--- src/rtl/usart_rx_fifo.sv ---
// USART receive buffer: synchronises the receiver handshake, stores bytes in a
// first-word-fall-through FIFO, and reports RTS, overrun and framing status.
module usart_rx_fifo #(
   parameter int DEPTH_LOG2    = 4,
   parameter int RTS_THRESHOLD = 12
) (
   input  logic                serial_clock,
   input  logic                reset,
   input  logic [7:0]          in_data,
   input  logic                in_valid,
   input  logic                in_error,
   output logic                in_ready,
   output logic [7:0]          out_data,
   output logic                out_valid,
   input  logic                out_ready,
   input  logic                clear,
   output logic [DEPTH_LOG2:0] count,
   output logic                overrun,
   output logic [7:0]          framing_errors,
   output logic                rts_out
);

   localparam int DEPTH = 1 << DEPTH_LOG2;

   typedef logic [DEPTH_LOG2:0] cnt_t;
   typedef enum logic {IDLE, ACK} state_t;

   localparam cnt_t FULL   = cnt_t'(DEPTH);
   localparam cnt_t THRESH = cnt_t'(RTS_THRESHOLD);

   state_t                state;
   state_t                state_nxt;
   logic                  v1, v2, e1, e2;
   logic [7:0]            mem [DEPTH];
   logic [DEPTH_LOG2-1:0] wr_ptr;
   logic [DEPTH_LOG2-1:0] rd_ptr;
   cnt_t                  count_nxt;
   logic                  push;
   logic                  err_evt;
   logic                  pop;
   logic                  full;
   logic                  push_ok;

   always_ff @(posedge serial_clock or posedge reset) begin
      if (reset) begin
         v1 <= 1'b0;
         v2 <= 1'b0;
         e1 <= 1'b0;
         e2 <= 1'b0;
      end else begin
         v1 <= in_valid;
         v2 <= v1;
         e1 <= in_error;
         e2 <= e1;
      end
   end

   always_ff @(posedge serial_clock or posedge reset) begin
      if (reset) state <= IDLE;
      else       state <= state_nxt;
   end

   // One push or error event per handshake, on the IDLE->ACK transition only
   always_comb begin
      state_nxt = state;
      push      = 1'b0;
      err_evt   = 1'b0;
      unique case (state)
         IDLE: begin
            if (v2) begin
               push      = 1'b1;
               state_nxt = ACK;
            end else if (e2) begin
               err_evt   = 1'b1;
               state_nxt = ACK;
            end
         end
         ACK: begin
            if (!v2 && !e2) state_nxt = IDLE;
         end
         default: state_nxt = IDLE;
      endcase
   end

   assign in_ready  = (state == ACK);
   assign out_valid = (count != '0);
   assign out_data  = mem[rd_ptr];
   assign full      = (count == FULL);
   assign pop       = out_valid && out_ready;
   assign push_ok   = push && (!full || pop);

   always_comb begin
      count_nxt = count;
      if (clear)                 count_nxt = '0;
      else if (push_ok && !pop)  count_nxt = count + cnt_t'(1);
      else if (!push_ok && pop)  count_nxt = count - cnt_t'(1);
   end

   always_ff @(posedge serial_clock) begin
      if (push_ok && !clear) mem[wr_ptr] <= in_data;
   end

   always_ff @(posedge serial_clock or posedge reset) begin
      if (reset) begin
         wr_ptr         <= '0;
         rd_ptr         <= '0;
         count          <= '0;
         overrun        <= 1'b0;
         framing_errors <= 8'd0;
         rts_out        <= 1'b1;
      end else begin
         count   <= count_nxt;
         rts_out <= (count_nxt >= THRESH);
         if (clear) begin
            wr_ptr         <= '0;
            rd_ptr         <= '0;
            overrun        <= 1'b0;
            framing_errors <= 8'd0;
         end else begin
            if (push_ok)           wr_ptr  <= wr_ptr + 1'b1;
            if (pop)               rd_ptr  <= rd_ptr + 1'b1;
            if (push && !push_ok)  overrun <= 1'b1;
            if (err_evt && framing_errors != 8'hFF)
               framing_errors <= framing_errors + 8'd1;
         end
      end
   end

endmodule
--- config.mk ---
export PLATFORM = sky130hd
export DESIGN_NAME = usart_rx_fifo
export DESIGN_NICKNAME = d
export VERILOG_FILES = /design/src/rtl/usart_rx_fifo.sv
export SDC_FILE = /design/constraint.sdc
export NUM_CORES = 1
export LEC_CHECK = 0
export ABC_AREA = 1
export CORE_MARGIN = 2
export CORE_UTILIZATION = 30
export DETAILED_ROUTE_END_ITERATION = 8
export PLACE_DENSITY = 0.53
export REMOVE_ABC_BUFFERS = 1
export SLEW_MARGIN = 25
export SYNTH_ARGS = -nofsm -noshare
export SYNTH_HDL_FRONTEND = slang
export SYNTH_SLANG_ARGS = --single-unit
--- constraint.sdc ---
create_clock -name serial_clock -period 2.21 [get_ports serial_clock]
set_input_delay 0.663 -clock serial_clock [delete_from_list [all_inputs] [get_ports serial_clock]]
set_output_delay 0.663 -clock serial_clock [all_outputs]
set_load 0.05 [all_outputs]
* Yosys cells after proc, flatten, opt, wreduce, memory -nomap -nowiden
Memory sizes are Yosys's and may differ from the RTL's. Index checks and enable logic that the tools add are counted.
Storage, ports and cells: ROM bits 0, memory bits (writable) 128, memories 1, latch bits 0, flip-flop bits (word level) 28, input bits 14
Memories:
- mem | words 16, bits a word 8, read ports 1, clocked after memory_dff 0, wr ports 1, line 34 | logic [7:0] mem [DEPTH];
Cells by class: equal/unequal tests 2, bitwise operators 1, divide/modulo/power cells 0, shift operators 0, muxes and demuxes 21, multiply operators 0, order comparisons 1, add/sub/neg operators 5, reduce and logical (&&, ||, !) cells 20
Operators by type and width (count):
- 4-bit 2-to-1 mux | 4
- 8-bit 2-to-1 mux | 2
- 5-bit 2-to-1 mux | 3
- 1-bit 2-to-1 mux | 11
- 4-bit by 1-bit adder with 4-bit output, second input constant | 2
- 8-bit by 1-bit adder with 8-bit output, second input constant | 1
- 1-bit logical AND | 8
- 8-bit inequality test, second input constant | 1
- 2-bit nonzero test | 4
- 1-bit zero test | 6
- 5-bit by 1-bit adder with 5-bit output, second input constant | 1
- 5-bit == test, second input constant | 1
- 5-bit by 4-bit >= comparator with 1-bit output, second input constant | 1
- 5-bit nonzero test | 1
- 5-bit by 1-bit subtractor with 5-bit output, second input constant | 1
- 1-bit case mux with 2 select lines | 1
- 1-bit logical OR | 1
- 1-bit inverter | 1

* Longest topological paths before layout
depth after elaboration 10, depth in mapped cells 11

* Worst setup path before layout
No wires, ideal clock.
path kind flip-flop to flip-flop, start register count[0], end memory mem[13][0], enable pin, data arrival time 2.219 ns, path slack -0.392 ns, required time 1.827 ns, period minus slack after synthesis 2.602 ns, stages on the path, launching flop included 8, cells stage by stage dfrtp_1 > inv_1 > ha_1 > nand3_1 > nand2_2 > nor2_2 > inv_2 > nor3_1
On the way: longest elaborated chain between the ends 7
Ends and longest elaborated chain:
- start, declared | line 17 | output logic [DEPTH_LOG2:0] count,
- start signal, assigned | line 112 | count <= count_nxt;
- 5-bit == test or 5-bit nonzero test (tied branches) | line 88, 86
- 1-bit zero test or 1-bit logical AND (tied branches) | line 90, 89
- 1-bit logical OR (*) | line 90 | assign push_ok = push && (!full || pop);
- 1-bit logical AND (*) | line 90
- 1-bit logical AND (*) | line 100 | if (push_ok && !clear) mem[wr_ptr] <= in_data;
- 1-bit 2-to-1 mux (*) | line 100
- 1-bit 2-to-1 mux (implied by the code) (*) | line 100
- end, declared | line 34
Mark *: on every way between the ends. The rest lies on a longest branch, timed or not.

* Worst setup path in the final report
start register rd_ptr[0], end output out_data[4]
On the way: longest elaborated chain between the ends 1
Ends and longest elaborated chain:
- start, declared | line 36 | logic [DEPTH_LOG2-1:0] rd_ptr;
- start signal, assigned | line 121 | if (pop) rd_ptr <= rd_ptr + 1'b1;
- memory read 16 x 8 bit
- end, declared | line 13 | output logic [7:0] out_data,
No other way between the ends.

==> results_dict.tcl <==
set metrics [dict create \
    wl_um 16300 \
    min-delay-start "e1" \
    power_density_nw_per_um2 980 \
    slowest_delay_ns 0.41 \
    grt_busiest_layer "met2" \
    drive_gt1_share_pct 21.2 \
    fin_skew_ns 0.0101 \
    status "complete, but fails checks" \
    use_met2_pct 22.8 \
    clock_sinks 156 \
    track_usage_pct 14.4 \
    antenna_found_initial 0 \
    worst_path_most_repeated_cell "buf_6" \
    power.total_mw 8.34 \
    wl_per_cell_um 16.8 \
    pin_count 39 \
    crit_family "buffers and inverters" \
    ant_nets 0 \
    vias 4665 \
    firstDrtPassIters 4 \
    ir_drop_v 0.000551 \
    synth_top_area_share_pct 57.3 \
    grt_overflow 0 \
    yosys_warnings 0 \
    grt_pass1_vias 4813 \
    cts_tree "built" \
    critPathSlowestCell "dfrtp_2" \
    path_clk_slew_ns 0.07 \
    first_iter_violations 238 \
    hpwl_um 11100 \
    ys_seq_area_share_pct 67.7 \
    required_ns 1.55 \
    start_util_pct 30.7 \
    die_w_um 154 \
    fin_util_pct 38.9 \
    yosysUniqueCellTypes 39 \
    violations "negative setup slack" \
    synthesis.area_um2 6710 \
    die_y_um 154 \
    syn_area_per_cell_um2 11.3 \
    tightest_slew_ns 0.491 \
    portBuffers 38 \
    via_per_inst 4.79 \
    cp-startpoint "rd_ptr[0]" \
    fp-row-count 54 \
    met3_usage_pct 4.00 \
    crit_chain "buf_4 > buf_6 > o21ai_0 > o211ai_1 > nand3_2 > nand2_1 > buf_6" \
    yosys.area.top_type "edfxtp_1" \
    grt_setup_unrepaired "yes" \
    min_period_ns 2.73 \
    cts_max_level 4 \
    final_cell_mix "128 x edfxtp_1, 118 x nor2_1, 68 x o21ai_0, 60 x buf_4, 56 x nand2_1" \
    fp.dieArea_um2 23600 \
    cap_viol_max_count 0 \
    diodes 0 \
    grt_pass1_wl_um 25600 \
    synthArstFlopShare_pct 17.9 \
    slew_headroom_pct 67.4 \
    cp_max_fo 27 \
    cp-start-kind "flip-flop" \
    r2r_start "in_ready" \
    p_leak_nw 3.13 \
    synth_area_leaders "edfxtp_1 57%, dfrtp_1 10%, nor2_1 6.8%" \
    slew_violations 0 \
    num-nets-final 702 \
    synth-seq-cells 156 \
    area_growth_pct 26.7 \
    synth_edf_count 128 \
    crit_buf_inv 3 \
    fmax_ghz 0.367 \
    setup_slack_ns -0.515 \
    finalHoldViolations 0 \
    ys.flop_type "edfxtp_1" \
    final_common_cell "edfxtp_1" \
    root_buffer "clkbuf_16" \
    min_path_type "flip-flop to flip-flop" \
    period_share_pct 123 \
    routabilityCongestion 0.863 \
    grt.met1_usage_pct 18.7 \
    crit_type "flip-flop to output port" \
    clock_latency_ns 0.43 \
    end_kind "output port" \
    drc 0 \
    core-area_um2 21900 \
    worst_ep_arrival_time_ns 2.06 \
    grt_max_degree 35 \
    cts_buffer_depth 2 \
    finalSetupViolations 8 \
    netlist_instances 593 \
    cts_buffers 17 \
]
## area by class of cell
cell class	count	area, um2
Clock buffer	17	425
Clock inverter	15	176
Fill cell	2141	13400
Inverter	36	140
Multi-Input combinational cell	372	1930
Sequential cell	156	4550
Tap cell	280	350
Timing Repair Buffer	97	932
## what timing repair did
item / CTS / global route
gates cloned: 1 / 0
gates resized for setup: 46 / 2
pin swaps: 19 / 4
hold buffers: 0 / 0
setup endpoints to repair: 12 / 17
buffers inserted: 2 / 1
## final timing paths
| check | endpoint | slack, ns | depth (start not counted) |
|---|---|---|---|
| max | out_data[4] | -0.52 | 7 |
| min | e2 | 0.36 | 0 |
| max reg2reg | mem[15][4] | 0.22 | 6 |
| min reg2reg | e2 | 0.36 | 0 |
| max in group asynchronous | rts_out | 1.31 | 3 |
| min in group asynchronous | framing_errors[7] | 0.59 | 3 |
## Yosys cell counts, types with 3 or more instances
master,instances
a21oi_1,8
clkbuf_1,15
dfrtp_1,27
edfxtp_1,128
nand4_1,5
o211ai_1,32
buf_2,5
nand3_1,20
nand2_1,58
o21ai_0,79
ha_1,8
xor2_1,3
inv_2,3
nor2_1,122
o21ai_1,4
nor3_1,14
buf_4,5
inv_1,31
o21ai_2,3
## sequential cells by signal, indices dropped and copies added, names as in the netlist
name / count
count: 5
e1: 1
e2: 1
framing_errors: 8
in_ready: 1
mem: 128
overrun: 1
rd_ptr: 4
rts_out: 1
v1: 1
v2: 1
wr_ptr: 4
## metal layers
layer / vias to the layer above / share of wire [%] / wire [um]
met1: 2281 / 46 / 7470
met3: 21 / 5.5 / 904
li1: 2259 / - / -
met2: 104 / 47 / 7630
met5: - / 0 / 0
met4: 0 / 2.0 / 329
## per-stage QoR
| step | instance area (um2) | setup TNS (ns) | instances | setup WS (ns) | hold slack, ns |
|---|---|---|---|---|---|
| after CTS | 8500 | -4.01 | 972 | -0.545 | 0.359 |
| final | 8510 | -3.80 | 973 | -0.515 | 0.355 |
| after global routing | 8510 | -4.70 | 973 | -0.631 | 0.367 |
| after floorplan | 6560 | -43.86 | 564 | -1.01 | 0.331 |
| after global placement | 7730 | -26.81 | 937 | -0.238 | 0.333 |
| after detailed placement | 7730 | -28.39 | 937 | -0.269 | 0.343 |
## cells by family (layout without fill, tap and decap cells)
group | Yosys count | after routing | synth area share [%]
simple gates | 231 | 231 | 14.8
flops | 156 | 156 | 67.7
compound gates | 129 | 129 | 11.2
buf+inv | 65 | 165 | 4.27
fa+ha+maj | 8 | 8 | 1.49
xor+xnor | 4 | 4 | 0.522
## power breakdown
group / leakage [nW] / switching, mW / internal, mW / total [mW]
clock network: 0.295 / 1.26 / 1.71 / 2.96
registers: 1.52 / 0.0603 / 3.23 / 3.29
logic: 1.32 / 1.29 / 0.797 / 2.09
total: 3.13 / 2.60 / 5.73 / 8.34
No activity file was read; power rests on OpenSTA's default activity.
